===== src/rtl/tlb_op_ctrl_pkg.sv =====
// Shared TLB definitions: entry count, TLB op encodings and controller state encoding.
package tlb_op_ctrl_pkg;

    localparam int unsigned TLBNUM    = 32;
    localparam int unsigned OP_W      = 3;
    localparam int unsigned INV_OP_W  = 5;
    localparam int unsigned ASID_W    = 10;
    localparam int unsigned VPN_W     = 19;

    typedef enum logic [OP_W-1:0] {
        OP_SRCH = 3'd0,
        OP_RD   = 3'd1,
        OP_WR   = 3'd2,
        OP_FILL = 3'd3,
        OP_INV  = 3'd4
    } op_code_e;

    typedef enum logic [2:0] {
        ST_IDLE  = 3'd0,
        ST_DRAIN = 3'd1,
        ST_ISSUE = 3'd2,
        ST_WAIT  = 3'd3,
        ST_DONE  = 3'd4
    } state_e;

    // Codes above INV are reserved and run as a NOP.
    function automatic logic is_legal_op(input logic [OP_W-1:0] code);
        return code <= OP_INV;
    endfunction

    // Ops that change TLB contents and so require a refetch.
    function automatic logic op_changes_tlb(input logic [OP_W-1:0] code);
        return (code == OP_WR) || (code == OP_FILL) || (code == OP_INV);
    endfunction

endpackage


===== src/rtl/tlb_rand_idx.sv =====
// Free-running victim index for TLB FILL; wraps at the entry count.
module tlb_rand_idx #(
    parameter int unsigned TLBNUM = 32
) (
    input  logic                      clk,
    input  logic                      reset,
    output logic [$clog2(TLBNUM)-1:0] idx
);

    localparam int unsigned W = $clog2(TLBNUM);

    always_ff @(posedge clk) begin
        if (reset) begin
            idx <= '0;
        end else if (idx == W'(TLBNUM - 1)) begin
            idx <= '0;
        end else begin
            idx <= idx + W'(1);
        end
    end

endmodule


===== src/rtl/tlb_op_ctrl.sv =====
// Sequences TLB instructions: drains outstanding translations, issues one strobe, reports completion.
module tlb_op_ctrl #(
    parameter int unsigned TLBNUM = tlb_op_ctrl_pkg::TLBNUM
) (
    input  logic                      clk,
    input  logic                      reset,
    input  logic                      op_valid,
    output logic                      op_ready,
    input  logic [2:0]                op_code,
    input  logic [4:0]                inv_op,
    input  logic [9:0]                inv_asid,
    input  logic [18:0]               inv_vpn,
    input  logic                      flush,
    input  logic                      inst_busy,
    input  logic                      data_busy,
    output logic                      trans_block,
    output logic                      tlb_srch_en,
    output logic                      tlb_rd_en,
    output logic                      tlb_wen,
    output logic                      tlb_fill_en,
    output logic                      tlbinv_en,
    output logic [4:0]                tlbinv_op,
    output logic [9:0]                tlbinv_asid,
    output logic [18:0]               tlbinv_vpn,
    output logic [$clog2(TLBNUM)-1:0] rand_index,
    input  logic                      srch_found,
    input  logic [$clog2(TLBNUM)-1:0] srch_index,
    output logic                      done_valid,
    output logic                      done_found,
    output logic [$clog2(TLBNUM)-1:0] done_index,
    output logic                      refetch
);

    import tlb_op_ctrl_pkg::*;

    localparam int unsigned IW = $clog2(TLBNUM);

    state_e               state, state_next;
    logic [OP_W-1:0]      op_q;
    logic [INV_OP_W-1:0]  inv_op_q;
    logic [ASID_W-1:0]    inv_asid_q;
    logic [VPN_W-1:0]     inv_vpn_q;

    logic                 op_ready_d, trans_block_d;
    logic                 srch_en_d, rd_en_d, wen_d, fill_en_d, inv_en_d;
    logic [INV_OP_W-1:0]  tlbinv_op_d;
    logic [ASID_W-1:0]    tlbinv_asid_d;
    logic [VPN_W-1:0]     tlbinv_vpn_d;
    logic                 done_valid_d, done_found_d, refetch_d;
    logic [IW-1:0]        done_index_d;

    tlb_rand_idx #(.TLBNUM(TLBNUM)) u_rand_idx (
        .clk   (clk),
        .reset (reset),
        .idx   (rand_index)
    );

    // Next state, then outputs decoded from the next state so every output is registered.
    always_comb begin
        state_next    = state;
        op_ready_d    = 1'b0;
        trans_block_d = 1'b1;
        srch_en_d     = 1'b0;
        rd_en_d       = 1'b0;
        wen_d         = 1'b0;
        fill_en_d     = 1'b0;
        inv_en_d      = 1'b0;
        tlbinv_op_d   = '0;
        tlbinv_asid_d = '0;
        tlbinv_vpn_d  = '0;
        done_valid_d  = 1'b0;
        refetch_d     = 1'b0;
        done_found_d  = done_found;
        done_index_d  = done_index;

        case (state)
            ST_IDLE:  if (op_valid) state_next = ST_DRAIN;
            ST_DRAIN: begin
                if (flush) begin
                    state_next = ST_IDLE;
                end else if (!inst_busy && !data_busy) begin
                    state_next = is_legal_op(op_q) ? ST_ISSUE : ST_DONE;
                end
            end
            ST_ISSUE: state_next = (op_q == OP_SRCH) ? ST_WAIT : ST_DONE;
            ST_WAIT: begin
                state_next   = ST_DONE;
                done_found_d = srch_found;
                done_index_d = srch_index;
            end
            ST_DONE:  state_next = ST_IDLE;
            default:  state_next = ST_IDLE;
        endcase

        op_ready_d    = (state_next == ST_IDLE);
        trans_block_d = !op_ready_d;

        if (state_next == ST_ISSUE) begin
            srch_en_d = (op_q == OP_SRCH);
            rd_en_d   = (op_q == OP_RD);
            wen_d     = (op_q == OP_WR);
            fill_en_d = (op_q == OP_FILL);
            if (op_q == OP_INV) begin
                inv_en_d      = 1'b1;
                tlbinv_op_d   = inv_op_q;
                tlbinv_asid_d = inv_asid_q;
                tlbinv_vpn_d  = inv_vpn_q;
            end
        end

        // Search results survive until the next search; any other completion clears them.
        if (state_next == ST_DONE) begin
            done_valid_d = 1'b1;
            refetch_d    = op_changes_tlb(op_q);
            if (state != ST_WAIT) begin
                done_found_d = 1'b0;
                done_index_d = '0;
            end
        end
    end

    always_ff @(posedge clk) begin
        if (reset) begin
            state       <= ST_IDLE;
            op_q        <= '0;
            inv_op_q    <= '0;
            inv_asid_q  <= '0;
            inv_vpn_q   <= '0;
            op_ready    <= 1'b1;
            trans_block <= 1'b0;
            tlb_srch_en <= 1'b0;
            tlb_rd_en   <= 1'b0;
            tlb_wen     <= 1'b0;
            tlb_fill_en <= 1'b0;
            tlbinv_en   <= 1'b0;
            tlbinv_op   <= '0;
            tlbinv_asid <= '0;
            tlbinv_vpn  <= '0;
            done_valid  <= 1'b0;
            done_found  <= 1'b0;
            done_index  <= '0;
            refetch     <= 1'b0;
        end else begin
            state <= state_next;
            if (state == ST_IDLE && op_valid) begin
                op_q       <= op_code;
                inv_op_q   <= inv_op;
                inv_asid_q <= inv_asid;
                inv_vpn_q  <= inv_vpn;
            end
            op_ready    <= op_ready_d;
            trans_block <= trans_block_d;
            tlb_srch_en <= srch_en_d;
            tlb_rd_en   <= rd_en_d;
            tlb_wen     <= wen_d;
            tlb_fill_en <= fill_en_d;
            tlbinv_en   <= inv_en_d;
            tlbinv_op   <= tlbinv_op_d;
            tlbinv_asid <= tlbinv_asid_d;
            tlbinv_vpn  <= tlbinv_vpn_d;
            done_valid  <= done_valid_d;
            done_found  <= done_found_d;
            done_index  <= done_index_d;
            refetch     <= refetch_d;
        end
    end

endmodule


===== config.mk =====
export PLATFORM = sky130hd
export DESIGN_NAME = tlb_op_ctrl
export DESIGN_NICKNAME = d
export VERILOG_FILES = /design/src/rtl/tlb_op_ctrl_pkg.sv /design/src/rtl/tlb_rand_idx.sv /design/src/rtl/tlb_op_ctrl.sv
export SDC_FILE = /design/constraint.sdc
export NUM_CORES = 1
export LEC_CHECK = 0
export CELL_PAD_IN_SITES_DETAIL_PLACEMENT = 2
export CELL_PAD_IN_SITES_GLOBAL_PLACEMENT = 2
export CORE_MARGIN = 3
export CORE_UTILIZATION = 24
export DETAILED_ROUTE_END_ITERATION = 7
export PLACE_DENSITY_LB_ADDON = 0.1
export SYNTH_ARGS = -nofsm -noshare
export SYNTH_HDL_FRONTEND = slang
export SYNTH_SLANG_ARGS = --single-unit

===== constraint.sdc =====
create_clock -name clk -period 1.6 [get_ports clk]
set_input_delay 0.24 -clock clk [delete_from_list [all_inputs] [get_ports clk]]
set_output_delay 0.24 -clock clk [all_outputs]
set_load 0.01 [all_outputs]

Word-level counts from Yosys, hierarchy flattened
Cells that the tools add are included.
{ "totals": {"ff_bits": 94} }
{ "op_classes": {"add_sub_neg": 1, "order_cmp": 1, "n_eq_ne": 11, "mux": 14, "n_bitwise": 3, "n_reduce_logical": 14} }
{ "ops": {"columns": ["cell", "count"], "rows": [
  ["$eq A3 B2 Y1 const B", 5],
  ["$mux W3", 5],
  ["$mux W5", 3],
  ["$pmux W3 S4", 1],
  ["$logic_not A3 Y1", 3],
  ["$eq A3 B1 Y1 const B", 2],
  ["$eq A3 B3 Y1 const B", 2],
  ["$reduce_or A2 Y1", 3],
  ["$add A5 B1 Y5 const B", 1],
  ["$eq A5 B5 Y1 const B", 1],
  ["$mux W1", 5],
  ["$le A3 B3 Y1 const B", 1],
  ["$logic_not A1 Y1", 3],
  ["$ne A3 B2 Y1 const B", 1],
  ["$not A1 Y1", 3],
  ["$reduce_or A3 Y1", 1],
  ["$logic_and A1 B1 Y1", 2],
  ["$logic_or A1 B1 Y1", 2]
]} }

Logic depth before layout (Yosys ltp)
Gate-level depths: netlist of run 1.
{ "depth": {"depth_word": 8, "depth_mapped": 5, "ltp_nobuf": 4} }

By module
A second synthesis of run 1 with hierarchy kept.
{ "unflattened": {"cells_unflattened": 334, "hier_area_um2": 3174.3} }
{ "by_module_without_submodules": {"columns": ["mod", "instances", "cells_each", "area_per_inst_um2"], "rows": [
  ["tlb_op_ctrl", 1, 317, 2970.3],
  ["tlb_rand_idx", 1, 17, 203.9]
]} }

Worst setup path before layout of run 1
OpenSTA, ideal clock, no wires.
{ "synth_timing": {"path_kind": "reg2reg", "startpoint": "register state[0]", "endpoint": "register op_q[1]", "arrival_ns": 1.468, "t_required_ns": 1.468, "slack_ns": 0.000, "stages_incl_launch_ff": 6, "path_cell_list": "dfxtp_1 > or4b_2 > buf_2 > buf_2 > nand2_1 > a21oi_1"} }
{ "synth_via": {"elab_chain_len": 2} }
{ "synth_lines": {"columns": ["element", "line_no", "rtl"], "rows": [
  ["from (decl)", "tlb_op_ctrl.sv:38", "state_e state, state_next;"],
  ["from (signal assigned)", "tlb_op_ctrl.sv:144", "state <= state_next;"],
  ["$logic_not A3 Y1", "tlb_op_ctrl.sv:145", "if (state == ST_IDLE && op_valid) begin"],
  ["$logic_and A1 B1 Y1", "tlb_op_ctrl.sv:145", null],
  ["to (signal assigned)", "tlb_op_ctrl.sv:146", "op_q <= op_code;"],
  ["to (decl)", "tlb_op_ctrl.sv:39", "logic [OP_W-1:0] op_q;"]
]} }
Every way passes these cells.
A chain may end at the register's enable or synchronous reset.

Final worst setup path of run 1
{ "layout_timing": {"startpoint": "input port flush", "endpoint": "register tlbinv_vpn[4]"} }
{ "layout_via": {"elab_chain_len": 5} }
{ "layout_lines": {"columns": ["element", "line_no", "rtl"], "rows": [
  ["from (decl)", "tlb_op_ctrl.sv:13", "input logic flush,"],
  ["$mux W3", "tlb_op_ctrl.sv:79", "if (flush) begin"],
  ["$pmux W3 S4", "tlb_op_ctrl.sv:76", "case (state)"],
  ["$eq A3 B2 Y1", "tlb_op_ctrl.sv:98", "if (state_next == ST_ISSUE) begin"],
  ["$not A1 Y1 (no line)", null, null],
  ["$reduce_or A3 Y1 (no line)", null, null],
  ["to (signal assigned)", "tlb_op_ctrl.sv:160", "tlbinv_vpn <= tlbinv_vpn_d;"],
  ["to (decl)", "tlb_op_ctrl.sv:24", "output logic [18:0] tlbinv_vpn,"]
]} }
Every way passes these cells.

==> metrics.md, run 1 <==
| Metric | Value |
|---|---|
| Chip width | 121 um |
| Ys Warns | 0 |
| Number of global-route vias before repair | 3,080 |
| Max cap viols | 0 |
| Gr usage total | 13.8% |
| Ports | 103 |
| GRT Residual Overflow | 0 |
| Combined area of the multi-input logic cells | 1190 um2 |
| Avg Inst Size Synth | 9.40 um2 |
| Layout cells sized above 1 | 11.5% |
| Clk pin slew, worst setup/hold paths | 60 ps |
| Initial antenna violation count | 0 |
| Library cells used by synthesis | 36 |
| Max clock buf depth | 2 |
| Top delay family on crit path | simple AND/OR/NAND/NOR gates |
| Initial Utilization | 24.9% |
| Final hold vios | 0 |
| CTS Sinks | 94 |
| Vias/cell | 4.40 |
| Outcome | complete, no violations |
| Cell area power density | 1020 nW/um2 |
| Yosys top cell by area | dfxtp_1 |
| Worst path cell trace | clkdlybuf4s50_1 > or4b_4 > nor3_4 > buf_12 > clkbuf_16 > and2_1 |
| H-tree levels | 3 |
| Storage cell area | 1890 um2 |
| Worst setup EP type | flip-flop |
| Post-synth top flop | dfxtp_1 |
| Slew @ Worst Pin | 375 ps |
| Seq cells post-synth | 94 |
| Cts hold-fix bufs | 0 |
| Fmax | 0.633 GHz |
| Syn Inst Count | 338 |
| Post-DP HPWL | 6400 um |
| Post-synth ARST share | 0% |
| DR pass1 iterations | 4 |
| Fill count | 1,380 |
| Most frequent cells in the layout | clkdlybuf4s50_1 (101), dfxtp_1 (91), nand2_1 (81) |
| Area growth syn-to-layout | 54.9% |
| Top cells by area, synth | dfxtp_1 (59%), nand2_1 (9.6%), and2_1 (6.7%), a21oi_1 (6.3%), o311ai_0 (1.7%) |
| Core area | 12,800 um2 |
| CP Buf/Inv Count | 3 |
| Ant. Diodes | 0 |
| Unrepaired setup endpoints after global routing | yes |
| Crit Path Class | input pin to flip-flop |
| Syn Std Cell Area | 3180 um2 |
| Sequential share of the synthesized area | 59.2% |
| Port Buf Inserts | 102 |
| Crit-path max FO | 11 |
| CP arrival | 1870 ps |
| Hold Crit Class | input pin to flip-flop |
| Most common cell after layout, fill and taps aside | clkdlybuf4s50_1 |
| Initial DRC count | 77 |
| First-pass GRT wire length | 15,400 um |
| Setup Skew | 6.04 ps |
| Skew-Pair Late Insertion Delay | 350 ps |
| CP max stage delay | 600 ps |
| Syn nets | 389 |
| Detailed-route DRC error count | 0 |
| Crit path required time | 1890 ps |
| Final-report setup violation count | 0 |
| Crit start category | input pin |
| CTS tree | built |
| Slowest-stage cell, CP | or4b_4 |
| Largest net degree at the start of global routing | 60 |
| Nets | 505 |
| Root Buffer | clkbuf_16 |
| Total die area | 14,700 um2 |
| Post-route ant nets | 0 |
| VDD IR-drop max | 0.000413 V |
| Pre-CTS setup slack | -325 ps |
| Via Count | 2,779 |
| Synth top area share | 59.2% |
| LEAKAGE | 1.83 nW |
| DRT Wirelength | 9910 um |
| Wire per inst | 15.7 um |
| Max-slew violations | 0 |
| Min cycle time layout | 1580 ps |
| Final GP Congestion | 0.709 |
| EDFF count, synth | 0 |
| Die Y-Extent | 121 um |
| CTS Buf Count | 9 |
| Util after Layout | 38.5% |
| Final Cycle Share | 98.8% |
| Final worst slack | 19.6 ps |
| Rel. slew slack | 74.9% |
| Number of core rows | 41 |
==> synth_stat cells (2+ instances only) <==
cell / instances
nor4b_1: 2
nor4_1: 4
o211ai_1: 3
o21ai_0: 4
nor2_1: 6
o311ai_0: 6
buf_2: 7
nor3_1: 7
ha_1: 2
nand2_1: 81
nand3_1: 2
inv_1: 9
and2_1: 34
buf_6: 3
a21oi_1: 40
dfxtp_1: 94
nor2b_1: 2
nor3b_1: 6
clkbuf_1: 9
==> layout make-up <==
class                           instances  area share (%)
Inverter                                9           0.686
Multi-Input combinational cell        215            24.3
Clock buffer                           13            5.49
Tap cell                              172            4.37
Timing Repair Buffer                  125            26.5
Clock inverter                          3           0.356
Sequential cell                        94            38.3
==> registers in the layout, summed over array words and instances (netlist names) <==
name	flops
tlb_fill_en	1
inv_vpn_q	19
trans_block	1
inv_asid_q	10
refetch	1
inv_op_q	5
tlbinv_op	5
done_valid	1
u_rand_idx.idx	5
tlbinv_asid	10
tlb_srch_en	1
done_found	1
state	3
tlbinv_vpn	19
tlbinv_en	1
op_ready	1
done_index	5
tlb_wen	1
tlb_rd_en	1
op_q	3
==> final timing paths <==
path              slack, ps                        from  cells after the start                          to
setup / recovery         20                       flush                      6    tlbinv_vpn[4]$_SDFF_PP0_
setup reg to reg         40         state[2]$_SDFF_PP0_                      5    tlbinv_vpn[4]$_SDFF_PP0_
hold reg to reg         450  inv_vpn_q[14]$_SDFFE_PP0P_                      2  inv_vpn_q[14]$_SDFFE_PP0P_
hold / removal          410                       reset                      3  inv_vpn_q[10]$_SDFFE_PP0P_
==> stage by stage <==
stage               setup TNS, ps  hold slack [ps]  instances  cell area, um2  power (mW)
finish                          0              411        631            4920        5.03
CTS                             0              412        629            4830        5.12
floorplan                       0              364        338            3180        2.71
global placement           -21720              435        612            4510        2.98
detailed placement         -23180              446        612            4510        3.00
global route                 -199              434        631            4920        5.28
==> tightest hold or removal path: stages <==
cell     delay (ps)
buf_2           140
buf_12          190
a21oi_1         130
==> layer usage <==
metal,track usage [%],part of all wire [%],vias up,routed length (um)
li1,-,-,1349,-
met1,15.0,40,1352,3990
met2,24.9,52,64,5180
met3,3.40,5.1,14,510
met4,7.08,2.3,0,224
met5,0,0,-,0
==> timing repair <==
action | 4_1_cts | 5_1_grt
gates cloned | 1 | 1
buffers inserted | 0 | 1
gates resized for setup | 1 | 13
pin swaps | 0 | 3
endpoints found under the setup margin | 2 | 47
==> power breakdown <==
part / internal (mW) / switching (mW) / total [mW]
registers: 2.42 / 0.0395 / 2.46
clock network: 1.18 / 0.884 / 2.06
logic: 0.268 / 0.242 / 0.510
total: 3.86 / 1.17 / 5.03
==> kinds of logic after synthesis <==
group / share of synthesized area, %
AO/OA/AOI/OAI: 10.3
XOR/XNOR: 0.551
adder cells (fa/ha/maj): 0.787
buffers and inverters: 4.41
flip-flops: 59.2
multiplexers: 0.315
AND/OR/NAND/NOR: 24.4
Note: power is estimated with default switching activity, not from simulation.
==> run 2: changes to the inputs <==
- MAX_ROUTING_LAYER: unset -> met4
- SLEW_MARGIN: unset -> 20
==> metrics.md, run 2 (synthesis gave the netlist of run 1 again) <==
| Metric | Value |
|---|---|
| Hold depth | 3 (unchanged) |
| Post-route insts no fill | 631 (unchanged) |
| Ports | 103 (unchanged) |
| Max cap viols | 0 (unchanged) |
| GRT Residual Overflow | 0 (unchanged) |
| Min cycle time layout | 1580 ps (about the same) |
| Post-DP HPWL | 6400 um (unchanged) |
| Crit path required time | 1890 ps (about the same) |
| Max-slew violations | 0 (unchanged) |
| Final hold vios | 0 (unchanged) |
| CTS Buf Count | 9 (unchanged) |
| Cell area power density | 1020 nW/um2 (about the same) |
| Skew-Pair Late Insertion Delay | 350 ps (about the same) |
| Biggest regs | inv_vpn_q x19, tlbinv_vpn x19 (unchanged) |
| First-pass GRT wire length | 15,400 um (about the same) |
| Final GP Congestion | 0.717 (was 0.709) |
| Crit start category | input pin (unchanged) |
| Port Buf Inserts | 102 (unchanged) |
| End of the worst register-to-register path | tlbinv_vpn[4]$_SDFF_PP0_ (unchanged) |
| Rel. slew slack | 74.5% (was 74.9%) |
| Chip width | 121 um (unchanged) |
| CTS tree | built (unchanged) |
| H-tree levels | 3 (unchanged) |
| Final worst slack | 21.7 ps (was 19.6 ps) |
| Hold Crit Class | input pin to flip-flop (unchanged) |
| Pre-CTS setup slack | -325 ps (unchanged) |
| Max clock buf depth | 2 (unchanged) |
| CTS Sinks | 94 (unchanged) |
| Hold Path Sink | inv_vpn_q[10]$_SDFFE_PP0P_ (unchanged) |
| Gr usage total | 14.2% (was 13.8%) |
| Worst reg2reg path depth | 5 (unchanged) |
| Die Y-Extent | 121 um (unchanged) |
| Min-Delay Startpoint | reset (unchanged) |
| Worst setup EP type | flip-flop (unchanged) |
| Fmax | 0.634 GHz (was 0.633 GHz) |
| Via Count | 2,774 (was 2,779) |
| Inst Count DP | 612 (unchanged) |
| Slew @ Worst Pin | 381 ps (was 375 ps) |
| Setup Skew | 5.94 ps (was 6.04 ps) |
| Core area | 12,800 um2 (unchanged) |
| Cts hold-fix bufs | 0 (unchanged) |
| Crit Path Class | input pin to flip-flop (unchanged) |
| Root Buffer | clkbuf_16 (unchanged) |
| Ant. Diodes | 0 (unchanged) |
| DR pass1 iterations | 4 (unchanged) |
| Initial Utilization | 24.9% (unchanged) |
| Post-route ant nets | 0 (unchanged) |
| Final-report setup violation count | 0 (unchanged) |
| LEAKAGE | 1.83 nW (unchanged) |
| Unrepaired setup endpoints after global routing | yes (unchanged) |
| Initial antenna violation count | 0 (unchanged) |
| Wire per inst | 15.6 um (was 15.7 um) |
| Nets | 505 (unchanged) |
| VDD IR-drop max | 0.000412 V (was 0.000413 V) |
| Number of core rows | 41 (unchanged) |
| Vias/cell | 4.40 (about the same) |
| Final Cycle Share | 98.6% (was 98.8%) |
| Clk pin slew, worst setup/hold paths | 60 ps (about the same) |
| Most common cell after layout, fill and taps aside | clkdlybuf4s50_1 (unchanged) |
| Outcome | complete, no violations (unchanged) |
| Largest net degree at the start of global routing | 60 (unchanged) |
| Number of global-route vias before repair | 3,073 (was 3,080) |
| Initial DRC count | 99 (was 77) |
| Internal reg-to-reg setup slack | 40 ps (about the same) |
| Layout cells sized above 1 | 11.5% (unchanged) |
| R2r startpoint | state[2]$_SDFF_PP0_ (unchanged) |
| DRT Wirelength | 9870 um (was 9910 um) |
| CP arrival | 1870 ps (about the same) |
| Area growth syn-to-layout | 54.9% (unchanged) |
| Total die area | 14,700 um2 (unchanged) |
| Crit-path max FO | 11 (unchanged) |
| Detailed-route DRC error count | 0 (unchanged) |
| Most frequent cells in the layout | clkdlybuf4s50_1 (101), dfxtp_1 (91), nand2_1 (81) (unchanged) |
[run 2: cell counts in the layout (fill, tap and decap cells not counted)]
No cell type changed its count.
[run 2: how the worst max path moves through the flow]
stage                        start                         end  slack, ps  depth (start not counted)
2_1_floorplan  state[0]$_SDFF_PP0_        op_q[1]$_SDFFE_PP0P_          2                          5
3_3_place_gp                 flush       done_found$_SDFF_PP0_       -290                          5
3_5_place_dp              op_valid  inv_asid_q[4]$_SDFFE_PP0P_       -330                          5
4_1_cts        state[1]$_SDFF_PP0_     tlbinv_op[4]$_SDFF_PP0_          5                          4
5_1_grt        state[0]$_SDFF_PP0_  inv_asid_q[5]$_SDFFE_PP0P_        -40                          5
6_report                     flush    tlbinv_vpn[4]$_SDFF_PP0_         20                          6
[run 2: per-layer routing]
layer  GRT usage [%]  up-vias  routed length (um)
met4            7.08        0                 220
met1            15.2     1346                4000
li1                -     1349                   -
met3            3.31       15                 497
met2            24.7       64                5160
met5               -        -                   0
[run 2: worst max-delay path, cell delays in order]
cell and delay [ps]:
clkdlybuf4s50_1 430, or4b_4 600, nor3_4 170, buf_12 150
clkbuf_16 150, and2_1 120
[run 2: cell type report]
cell class                 count  area, um2
clock inverter                 3       17.5
timing repair buffer         125       1310
inverter                       9       33.8
tap                          172        215
fill                        1380       7850
sequential                    94       1890
multi-input combinational    215       1190
clock buffer                  13        270
[run 2: report_power, final]
| group | internal (mW) | switching, mW |
|---|---|---|
| sequential | 2.42 | 0.0394 |
| combinational | 0.268 | 0.241 |
| clock | 1.18 | 0.887 |
| total | 3.86 | 1.17 |
[run 2: repair_timing]
| item | in CTS | in global routing |
|---|---|---|
| gates cloned | 1 | 1 |
| hold endpoints to repair | 0 | 0 |
| pin swaps | 0 | 3 |
| endpoints found under the setup margin | 2 | 47 |
| buffers inserted | 0 | 1 |
| gates resized for setup | 1 | 13 |
[run 2: per-stage QoR]
stage,hold slack (ps),util [%],total power [mW],area [um2],setup TNS [ps]
finish,417,38.5,5.03,4920,0
detailed placement,446,35.3,3.00,4510,-23180
CTS,412,37.8,5.12,4830,0
global placement,435,35.3,2.98,4510,-21720
global route,434,38.5,5.28,4920,-202
floorplan,364,-,2.71,3180,0
